**src/rtl/debug_pkg.sv**
```systemverilog
// Shared types and limits for the register-file debug scanner.
package debug_pkg;

   localparam int unsigned READ_LAT_MAX = 7;
   localparam int unsigned WAIT_W       = $clog2(READ_LAT_MAX + 1);

   typedef enum logic [1:0] {IDLE, ISSUE, PRESENT, DONE} scan_state_t;

   typedef logic [1:0] scan_mode_t;
   localparam scan_mode_t MODE_SINGLE     = 2'd0;
   localparam scan_mode_t MODE_SWEEP      = 2'd1;
   localparam scan_mode_t MODE_CONTINUOUS = 2'd2;

endpackage

```
**src/rtl/debug_regfile_scan.sv**
```systemverilog
// Walks an address range of the CPU debug register-file port and streams
// one {addr, data} beat per register over a valid/ready interface.
module debug_regfile_scan
   import debug_pkg::*;
#(
   parameter int unsigned DATA_W   = 32,
   parameter int unsigned ADDR_W   = 5,
   parameter int unsigned READ_LAT = 0
) (
   input  logic              clk,
   input  logic              reset,
   input  logic              start,
   input  logic [1:0]        mode,
   input  logic [ADDR_W-1:0] first_addr,
   input  logic [ADDR_W-1:0] last_addr,
   input  logic              stop,
   output logic              busy,
   output logic [ADDR_W-1:0] debug_regfile_addr,
   input  logic [DATA_W-1:0] debug_regfile_data,
   output logic              out_valid,
   input  logic              out_ready,
   output logic [ADDR_W-1:0] out_addr,
   output logic [DATA_W-1:0] out_data,
   output logic              out_last,
   output logic              done,
   output logic              aborted
);

   if (READ_LAT > READ_LAT_MAX) begin : g_lat_check
      $error("debug_regfile_scan: READ_LAT exceeds READ_LAT_MAX");
   end

   scan_state_t       state_q, state_d;
   scan_mode_t        mode_q, mode_d;
   logic [ADDR_W-1:0] first_q, first_d;
   logic [ADDR_W-1:0] last_q, last_d;
   logic [ADDR_W-1:0] dbg_addr_q, dbg_addr_d;
   logic [WAIT_W-1:0] wait_q, wait_d;
   logic              prime_q, prime_d;
   logic              stop_pending_q, stop_pending_d;
   logic              busy_q, busy_d;
   logic              out_valid_q, out_valid_d;
   logic [ADDR_W-1:0] out_addr_q, out_addr_d;
   logic [DATA_W-1:0] out_data_q, out_data_d;
   logic              out_last_q, out_last_d;
   logic              done_q, done_d;
   logic              aborted_q, aborted_d;

   // Next-state and next-output computation
   always_comb begin
      state_d        = state_q;
      mode_d         = mode_q;
      first_d        = first_q;
      last_d         = last_q;
      dbg_addr_d     = dbg_addr_q;
      wait_d         = wait_q;
      prime_d        = prime_q;
      stop_pending_d = stop_pending_q;
      out_valid_d    = out_valid_q;
      out_addr_d     = out_addr_q;
      out_data_d     = out_data_q;
      out_last_d     = out_last_q;
      done_d         = 1'b0;
      aborted_d      = 1'b0;

      case (state_q)
         IDLE: begin
            stop_pending_d = 1'b0;
            if (start) begin
               mode_d  = (mode == MODE_SINGLE || mode == MODE_CONTINUOUS) ? mode : MODE_SWEEP;
               first_d = first_addr;
               last_d  = last_addr;
               prime_d = 1'b1;
               wait_d  = '0;
               state_d = ISSUE;
            end
         end
         ISSUE: begin
            if (stop) stop_pending_d = 1'b1;
            // The first cycle after start only drives the address out to the port.
            if (prime_q) begin
               prime_d    = 1'b0;
               dbg_addr_d = first_q;
               wait_d     = '0;
            end else if (wait_q == WAIT_W'(READ_LAT)) begin
               out_data_d  = debug_regfile_data;
               out_addr_d  = dbg_addr_q;
               out_last_d  = (mode_q == MODE_SINGLE) || (dbg_addr_q == last_q);
               out_valid_d = 1'b1;
               state_d     = PRESENT;
            end else begin
               wait_d = wait_q + WAIT_W'(1);
            end
         end
         PRESENT: begin
            if (stop) stop_pending_d = 1'b1;
            if (out_valid_q && out_ready) begin
               out_valid_d = 1'b0;
               out_last_d  = 1'b0;
               wait_d      = '0;
               if (stop_pending_q) begin
                  state_d        = DONE;
                  done_d         = 1'b1;
                  aborted_d      = 1'b1;
                  stop_pending_d = 1'b0;
               end else if (mode_q == MODE_SINGLE || (out_last_q && mode_q != MODE_CONTINUOUS)) begin
                  state_d        = DONE;
                  done_d         = 1'b1;
                  stop_pending_d = 1'b0;
               end else if (out_last_q) begin
                  dbg_addr_d = first_q;
                  state_d    = ISSUE;
               end else begin
                  dbg_addr_d = dbg_addr_q + ADDR_W'(1);
                  state_d    = ISSUE;
               end
            end
         end
         DONE: begin
            stop_pending_d = 1'b0;
            state_d        = IDLE;
         end
         default: state_d = IDLE;
      endcase

      busy_d = (state_d != IDLE);
   end

   always_ff @(posedge clk) begin
      if (reset) begin
         state_q        <= IDLE;
         mode_q         <= MODE_SINGLE;
         first_q        <= '0;
         last_q         <= '0;
         dbg_addr_q     <= '0;
         wait_q         <= '0;
         prime_q        <= 1'b0;
         stop_pending_q <= 1'b0;
         busy_q         <= 1'b0;
         out_valid_q    <= 1'b0;
         out_addr_q     <= '0;
         out_data_q     <= '0;
         out_last_q     <= 1'b0;
         done_q         <= 1'b0;
         aborted_q      <= 1'b0;
      end else begin
         state_q        <= state_d;
         mode_q         <= mode_d;
         first_q        <= first_d;
         last_q         <= last_d;
         dbg_addr_q     <= dbg_addr_d;
         wait_q         <= wait_d;
         prime_q        <= prime_d;
         stop_pending_q <= stop_pending_d;
         busy_q         <= busy_d;
         out_valid_q    <= out_valid_d;
         out_addr_q     <= out_addr_d;
         out_data_q     <= out_data_d;
         out_last_q     <= out_last_d;
         done_q         <= done_d;
         aborted_q      <= aborted_d;
      end
   end

   assign busy               = busy_q;
   assign debug_regfile_addr = dbg_addr_q;
   assign out_valid          = out_valid_q;
   assign out_addr           = out_addr_q;
   assign out_data           = out_data_q;
   assign out_last           = out_last_q;
   assign done               = done_q;
   assign aborted            = aborted_q;

endmodule

```
**config.mk**
```make
export PLATFORM = sky130hd
export DESIGN_NAME = debug_regfile_scan
export DESIGN_NICKNAME = d
export VERILOG_FILES = /design/src/rtl/debug_pkg.sv /design/src/rtl/debug_regfile_scan.sv
export SDC_FILE = /design/constraint.sdc
export NUM_CORES = 1
export LEC_CHECK = 0
export CAP_MARGIN = 10
export CELL_PAD_IN_SITES_DETAIL_PLACEMENT = 0
export CELL_PAD_IN_SITES_GLOBAL_PLACEMENT = 1
export CORE_MARGIN = 4
export CORE_UTILIZATION = 34
export DETAILED_ROUTE_END_ITERATION = 10
export PLACE_DENSITY = 0.81
export RECOVER_POWER = 50
export SKIP_CTS_REPAIR_TIMING = 1
export SKIP_LAST_GASP = 1
export SYNTH_ARGS = -nofsm -noshare
export SYNTH_HDL_FRONTEND = slang
export SYNTH_SLANG_ARGS = --single-unit
```
**constraint.sdc**
```tcl
create_clock -name clk -period 3.8 [get_ports clk]
set_input_delay 0.76 -clock clk [delete_from_list [all_inputs] [get_ports clk]]
set_output_delay 0.76 -clock clk [all_outputs]
set_load 0.005 [all_outputs]
```
==> run metrics, run 1 <==
outcome=finished, violations left; violations in the final reports=capacitance limit, slew limit; Worst Reg-to-Reg Cells=5; Worst-path clk slew=0.06 ns; Synth async-reset ratio=0%; Worst path max stage delay=1.43 ns; Final Core Density=51.9%; critical path fanouts, max=47; actual slew at the worst max-slew pin=2.05 ns; Placed Instances=503; ys flop type=dfxtp_1; Worst Hold Class=flop to flop; Syn-to-layout area delta=45.8%; Cell Count, Final, Fillers Out=518; Synth Warn #=0; sequential area share after synthesis=50.1%; Routed Antenna Nets=0; syn nets=380; clk_lat worst skew=0.33 ns; Final Hold Viols=0; PwrDens=435 nW/um2; final wirelength=6770 um; CP max-delay cell=clkbuf_1; worst r2r src=state_q[0]; Vias/cell=4.76; final slew viol count=48; part of the cycle the worst path needs=67.5%; H-Tree Depth=3; FF+latch count, synth=66; site row count=31; largest net degree at the start of global routing=48; Worst setup startpoint=reset; Worst Hold Launch=out_addr[2]; reg-to-reg slack, setup=1.56 ns; Lkg Pwr=1.46 nW; r2r endpoint=wait_q[0]; io pins=96; initial drt markers=100; critical path arrival=2.77 ns; clock net sink count=66; Hold Path End=out_addr[2]; cts bufs inserted=9; Max Cap Viol=1; final setup violating endpoints=0; Post-synth EDFFs=0; routability-driven placement congestion ratio=0.757; DR WL/cell=13.1 um; n_diodes=0; final worst slack=1.24 ns; core box area=7410 um2; dpl ws=1.53 ns; first-pass GRT wire length=10900 um; Clock Skews=0.00461 ns; initial antenna violation count=0; Die Wd=96.1 um; Port Buffers=95; critical path class=input pin to flop; Die Footprint=9230 um2; CTS tree=built; Achievable Freq=390 MHz; First-pass DRT Iterations=4; synthesized area=2640 um2; DP Area=3640 um2; Max clock buf depth=2; synthesized netlist cell count=328; hpwl dp=4790 um; Final nets=467; vias in the first global route=2302; syn_area_per_cell=8.04 um2; remaining global-route overflow=0; via count=2466; post-route cell area=3840 um2; GRT Overall Usage=15.2%; Die Y=96.1 um; DRC violations left=0; share of cells above drive strength 1=5.49%; crit path cell chain=clkbuf_1 -> buf_4 -> nor4_1; element type at the critical path start=input pin; Root Driver=clkbuf_8; Netlist cell types=39; hold depth=2; RSZ-0062 raised after global routing=false; Required @ worst endpoint=4.01 ns; Max IR drop VDD=0.276 mV; setup TNS=0 ns; crit path time final=2.56 ns; relative slew slack=-36.7%; CP endpoint kind=flop; starting density of the core=35.6%
-- how the worst max path moves through the flow --
stage	end	slack, ns	cells after the start
after CTS	wait_q[0]	1.52	5
after global placement	debug_regfile_addr[1]	1.60	5
final	done	1.24	3
after floorplan	debug_regfile_addr[1]	2.21	4
after global routing	aborted	1.05	3
after detailed placement	wait_q[0]	1.53	5
-- area by class of cell --
class,count,area [um2]
sequential,66,1320
inverter,3,11.3
clock buffer,13,169
timing repair buffer,98,967
fill,740,3560
tap,99,124
clock inverter,2,35.0
multi-input combinational,237,1220
-- synth_stat cells (2+ instances only) --
cell type	count	share of area [%]
dfxtp_1	66	50
xor2_1	3	1.0
nand2_1	102	15
ha_1	3	1.4
nor3_1	8	1.5
xnor2_1	2	0.66
a21o_1	2	0.57
nand2b_1	3	0.71
nand4_1	2	0.47
a211oi_1	4	1.1
inv_1	3	0.43
a21oi_1	63	12
o21ai_0	6	1.1
nor2_1	11	1.6
nor4_1	2	0.47
nand3b_1	2	0.57
clkbuf_1	16	2.3
nand3_1	4	0.76
buf_2	5	0.95
o32ai_1	2	0.66
-- report_power, final --
group / leakage, nW / internal [mW] / switching, mW / total (mW)
registers: 0.537 / 0.742 / 0.0404 / 0.782
logic: 0.821 / 0.151 / 0.145 / 0.296
clock network: 0.106 / 0.352 / 0.242 / 0.595
total: 1.46 / 1.25 / 0.427 / 1.67
-- flip-flops by register name (all words and copies together) (netlist names), 2 cells and up --
| register | count |
|---|---|
| wait_q | 3 |
| mode_q | 2 |
| state_q | 2 |
| debug_regfile_addr | 5 |
| out_data | 32 |
| out_addr | 5 |
| first_q | 5 |
| last_q | 5 |
-- layout by cell type, fill, tap and decap left out, types with 2 or more instances in the layout --
cell type,instances
xor2_1,3
ha_1,3
nor3_1,8
buf_4,3
a211oi_1,4
nor2_1,11
clkbuf_1,2
dlygate4sd3_1,28
clkdlybuf4s50_1,66
nand2b_1,3
dfxtp_1,66
nand3b_1,2
xnor2_1,2
inv_1,3
nor4_1,2
clkbuf_8,12
a21oi_1,63
o32ai_1,2
a21o_1,2
nand2_1,102
nand4_1,2
o21ai_0,6
nand3_1,4
-- stage by stage --
stage	power (mW)	hold WS (ns)
6_report	1.67	0.450
5_1_grt	1.77	0.463
4_1_cts	1.70	0.455
3_5_place_dp	1.11	0.446
3_3_place_gp	1.10	0.441
2_1_floorplan	0.951	0.433
-- metal layers --
metal	vias up	routed length [um]	GRT usage, %
li1	1284	-	-
met1	1103	3120	19.8
met2	70	2990	22.5
met3	9	562	6.65
met4	0	97	5.33
met5	-	0	0
-- cell families (layout without fill, tap and decap cells) --
kind of cell / count (synthesis) / after routing / share of synthesized area [%]
and+or+nand+nor: 143 / 143 / 23.8
AOI/OAI and AO/OA: 84 / 84 / 18.1
xor gates and xnor gates: 5 / 5 / 1.66
adders and majority gates: 3 / 3 / 1.42
buffers and inverters: 25 / 116 / 4.08
muxes: 2 / 2 / 0.807
DFF: 66 / 66 / 50.1
-- critical path, delay by kind of cell --
kind / cells / cell delay [ns]
buf+inv: 2 / 1.90
simple gates: 1 / 0.09
(Power assumes the default switching activity.)
==> run 2: changes to the inputs <==
- CORE_UTILIZATION: 34 -> 28
- PLACE_DENSITY: 0.81 -> 0.71
- clock period: 3.8 -> 2.35 ns (I/O delays scaled with it)
==> run 2 against run 1 <==
  * The flow now finishes without violations
  * Clock power up 75%
  * Die area is 20% higher
  * Sequential power up 61%
  * Via count grew 1.8%
  * Design area grew 1.5%
  * Count of clock-buffer cells in the layout fell by 4
  * Global-route usage down 1.7 points
  * Critical endpoint is now debug_regfile_addr[1]
==> run metrics, run 2 (synthesized netlist as in run 1, its figures left out) <==
most frequent cells in the layout=nand2_1, dfxtp_1, a21oi_1; starting density of the core=28.7% (-6.9 points); Flop pwr share=45.1% (-1.7 points); routability-driven placement congestion ratio=0.754 (-0.45%); element type at the critical path start=input pin; Int Pwr=2.04 mW (+64%); Worst Reg-to-Reg Cells=5 (unchanged); Final nets=473 (+1.3%); initial antenna violation count=0 (unchanged); critical path fanouts, max=8 (-83%); site row count=35 (+13%); Required @ worst endpoint=2.52 ns (-1.49 ns); largest net degree at the start of global routing=32 (-33%); Worst Setup EP=debug_regfile_addr[1]; initial drt markers=105 (+5.0%); Root Driver=clkbuf_8; actual slew at the worst max-slew pin=1.34 ns (-0.712 ns); Routed Antenna Nets=0 (unchanged); part of the cycle the worst path needs=86.4%; clk_lat worst skew=0.34 ns (about the same); vias in the first global route=2521 (+9.5%); GR Layer Usage met1=17.1% (-2.7 points); cts bufs inserted=9 (unchanged); First-pass DRT Iterations=4 (unchanged); Worst-path clk slew=0.07 ns (about the same); relative slew slack=10.7% (+47 points); Power Total=2.79 mW (+67%); sw frac=26.7% (+1.2 points); Clock Skews=0.00920 ns (+0.00460 ns); via count=2511 (+1.8%); DR WL/cell=13.3 um (+1.5%); worst hold slack=0.450 ns (+0.00000500 ns); critical path arrival=2.20 ns (-0.57 ns); GRT Overall Usage=13.5% (-1.7 points); Port Buffers=95 (unchanged); most common cell after layout, fill and taps aside=nand2_1; r2r endpoint=out_last; PwrDens=716 nW/um2 (+64%); post-route cell area=3900 um2 (+1.5%); RSZ-0062 raised after global routing=false; Die Footprint=11000 um2 (+20%); io pins=96 (unchanged); switching power=0.746 mW (+74%); Max Cap Viol=0 (-1); hpwl dp=5120 um (+6.7%); CP endpoint kind=flop; GR Layer Usage met2=21.4% (-1.1 points); share of cells above drive strength 1=7.04% (+1.6 points); max FFs per register=32 (unchanged); Achievable Freq=493 MHz; final wirelength=7130 um (+5.3%); final setup violating endpoints=0 (unchanged); first-pass GRT wire length=12100 um (+11%); CTS tree=built; Die Y=105 um (+9.3%); reg-to-reg slack, setup=0.34 ns (-1.22 ns); DRC violations left=0 (unchanged); setup TNS=0 ns (unchanged); most used routing layer=met2; outcome=finished, final reports clean; final slew viol count=0 (-100%); Worst setup startpoint=out_ready; Die Wd=105 um (+9.3%); GRT met3 Usage=3.46% (-3.2 points); Syn-to-layout area delta=47.9%; combinational power share=17.6% (about the same); worst r2r src=state_q[0]; Vias/cell=4.68 (-1.8%); clock net sink count=66 (unchanged); DP Area=3700 um2 (+1.6%); Max IR drop VDD=0.282 mV (+2.2%); crit path time final=2.03 ns; n_diodes=0 (unchanged); H-Tree Depth=3 (unchanged); Clock power frac=37.3% (+1.8 points); Worst Hold Class=flop to flop; core box area=9200 um2 (+24%); critical path class=input pin to flop; Final Hold Viols=0 (unchanged); remaining global-route overflow=0 (unchanged); Lkg Pwr=1.50 nW (+2.1%); Max clock buf depth=2 (unchanged)
run 2: cell types whose count changed in the layout (fill, tap and decap cells not counted), sizes merged:
cell | previous run | this run
clkinvlp | 0 | 2
clkbuf | 14 | 11
bufinv | 1 | 2
dlygate4sd3 | 28 | 33
clkdlybuf4s50 | 66 | 61
buf | 3 | 8
clkinv | 1 | 3
run 2: worst min-delay path by stage:
stage	start	slack [ns]	cells after the start	endpoint
after global placement	out_data[17]	0.44	2	out_data[17]
after detailed placement	out_data[31]	0.45	2	out_data[31]
after CTS	out_data[31]	0.46	2	out_data[31]
after floorplan	first_q[0]	0.43	2	first_q[0]
after global routing	out_data[15]	0.48	2	out_data[15]
final	out_data[31]	0.45	2	out_data[31]
run 2: stage by stage:
step	cells	util (%)	setup slack (ns)
after floorplan	328	-	0.804
after global placement	521	40.2	0.361
after detailed placement	521	40.2	0.328
after CTS	537	42.6	0.369
after global routing	537	42.4	0.193
final	537	42.4	0.320
run 2: final cells by class:
cell class / instances / area (um2)
fillers: 972 / 5300
flip-flops and latches: 66 / 1320
multi-input cells: 237 / 1200
repair buffers: 104 / 1010
well taps: 111 / 139
clock buffers: 9 / 124
clock inverters: 7 / 93.8
inverters: 3 / 11.3
run 2: power groups by stage:
stage	clock network [mW]	registers (mW)	logic [mW]
after CTS	1.08	1.26	0.523
after global routing	1.13	1.27	0.555
final	1.04	1.26	0.492
after detailed placement	0	1.29	0.521
after floorplan	0	1.27	0.264
after global placement	0	1.29	0.518
run 2: critical path, stage by stage:
cell and delay (ns):
dlygate4sd3_1 0.60, o211a_1 0.17, a31oi_1 0.63, mux2i_1 0.27
nor2_1 0.06
run 2: per-layer routing:
metal	up-vias	routed length, um
li1	1299	-
met1	1145	3320
met2	57	3290
met3	10	385
met4	0	132
met5	-	0
==> run 3: changes to the inputs <==
- CORE_ASPECT_RATIO: default -> 0.8
- clock period: 2.35 -> 1.67 ns (I/O delays scaled with it)
==> run 3 against run 2 <==
  * Non-clock buffer count is 14 higher
  * Sequential cell count stayed put
  * Clock power is 80% higher
  * Combinational power is 58% higher
  * Critical path depth is 1 higher
  * Global-route usage is 0.47 points higher
==> run metrics, run 3 (synthesized netlist as in run 1, its figures left out) <==
outcome=finished, final reports clean; core box area=9110 um2 (-0.88%); most frequent cells in the layout=nand2_1, a21oi_1, dfxtp_1; First-pass DRT Iterations=5 (+1); initial drt markers=91 (-13%); Die Wd=116 um (+11%); critical path fanouts, max=14 (+6); Buf+Inv Stages, Crit Path=2 (+1); Vias/cell=4.63 (-1.0%); largest net degree at the start of global routing=69 (+120%); Required @ worst endpoint=1.87 ns (-0.65 ns); Multi-input gate area=1220 um2 (+2.0%); CTS tree=built; final slew viol count=0 (unchanged); element type at the critical path start=flop; Worst path max stage delay=0.52 ns (-0.11 ns); Final Hold Viols=0 (unchanged); final wirelength=7380 um (+3.5%); io pins=96 (unchanged); site row count=31 (-11%); register area=1330 um2 (+0.28%); Max IR drop VDD=0.476 mV (+68%); Worst setup startpoint=wait_q[0]; fillcell total=933 (-4.0%); initial antenna violation count=0 (unchanged); remaining global-route overflow=0 (unchanged); share of cells above drive strength 1=10.2% (+3.2 points); Routed Antenna Nets=0 (unchanged); via count=2569 (+2.3%); cts bufs inserted=9 (unchanged); actual slew at the worst max-slew pin=0.425 ns (-0.914 ns); starting density of the core=28.9% (+0.26 points); Clock Skews=0.00507 ns (-0.00414 ns); CP max-delay cell=or4b_4; critical path arrival=1.80 ns (-0.40 ns); first-pass GRT wire length=12000 um (-0.40%); Worst Hold Class=flop to flop; Die Y=94.8 um (-9.7%); Max Cap Viol=0 (unchanged); critical path's top delay family=simple AND/OR/NAND/NOR gates; Port Buffers=95 (unchanged); routability-driven placement congestion ratio=0.820 (+8.8%); Root Driver=clkbuf_16; final setup violating endpoints=0 (unchanged); vias in the first global route=2450 (-2.8%); post-route cell area=4140 um2 (+6.0%); most common cell after layout, fill and taps aside=nand2_1; Achievable Freq=625 MHz; GRT Overall Usage=14.0% (+0.47 points); DP Area=3820 um2 (+3.3%); crit path cell chain=inv_1 -> ha_1 -> or4b_4 -> buf_4 -> nand4_1 -> a21oi_1; PwrDens=1070 nW/um2 (+49%); part of the cycle the worst path needs=95.7%; relative slew slack=71.6% (+61 points); crit path time final=1.60 ns; worst r2r src=wait_q[0]; Syn-to-layout area delta=56.9%; max FFs per register=32 (unchanged); Max clock buf depth=2 (unchanged); Worst Hold Launch=out_data[23]; Die Footprint=11000 um2 (about the same); hpwl dp=5250 um (+2.7%); Final nets=487 (+3.0%); critical path class=flop to flop; Worst-path clk slew=0.05 ns (-0.02 ns); H-Tree Depth=3 (unchanged); DR WL/cell=13.3 um (+0.12%); clock net sink count=66 (unchanged); Final Core Density=45.4% (+3.0 points); clk_lat worst skew=0.33 ns (about the same); CP endpoint kind=flop; DRC violations left=0 (unchanged); Lkg Pwr=1.63 nW (+8.9%); n_diodes=0 (unchanged)
==> run 3: cell types whose count changed in the layout (fill, tap and decap cells not counted), sizes merged <==
cell           previous run  this run
clkinvlp                  2         0
buf                       8        21
clkinv                    3         1
bufinv                    2         1
clkdlybuf4s50            61        59
clkbuf                   11        17
dlygate4sd3              33        35
==> run 3: worst register-to-register path: stages (launching register included) <==
cell and delay (ns):
dfxtp_1 0.32, inv_1 0.08, ha_1 0.17, or4b_4 0.52
buf_4 0.22, nand4_1 0.10, a21oi_1 0.07
==> run 3: cell type report <==
class | count | share of cell area [%]
inverter | 3 | 0.272
clock buffer | 14 | 6.38
multi-input combinational | 237 | 29.6
tap | 115 | 3.48
sequential | 66 | 32.0
clock inverter | 2 | 0.847
timing repair buffer | 118 | 27.4
==> run 3: power breakdown <==
part	leakage, nW	switching, mW	internal (mW)
clock	0.147	0.632	1.23
sequential	0.539	0.0748	1.69
combinational	0.943	0.372	0.403
total	1.63	1.08	3.33
==> run 3: metrics by stage <==
| step | cells | worst slack [ns] | setup TNS, ns | hold WS (ns) | power [mW] |
|---|---|---|---|---|---|
| detailed placement | 539 | -0.0502 | -0.178 | 0.446 | 2.59 |
| CTS | 555 | -0.0175 | -0.0175 | 0.457 | 4.50 |
| global placement | 539 | -0.0431 | -0.137 | 0.441 | 2.58 |
| floorplan | 328 | 0.124 | 0 | 0.433 | 2.17 |
| global route | 555 | -0.0232 | -0.0623 | 0.471 | 4.66 |
| finish | 555 | 0.0711 | 0 | 0.449 | 4.41 |
==> run 3: per-layer routing <==
layer  GRT usage (%)  share of wire [%]  vias up
li1                -                  -     1329
met1            19.1                 48     1145
met2            18.9                 40       85
met3            6.34                 11       10
met4            5.80                1.6        0
met5               0                  0        -
==> run 3: worst paths after layout <==
path / cells after the start / slack [ns] / end
worst max-delay path: 6 / 0.07 / wait_q[0]
worst min-delay path: 2 / 0.45 / out_data[23]
worst max register to register: 6 / 0.07 / wait_q[0]
worst min register to register: 2 / 0.45 / out_data[23]
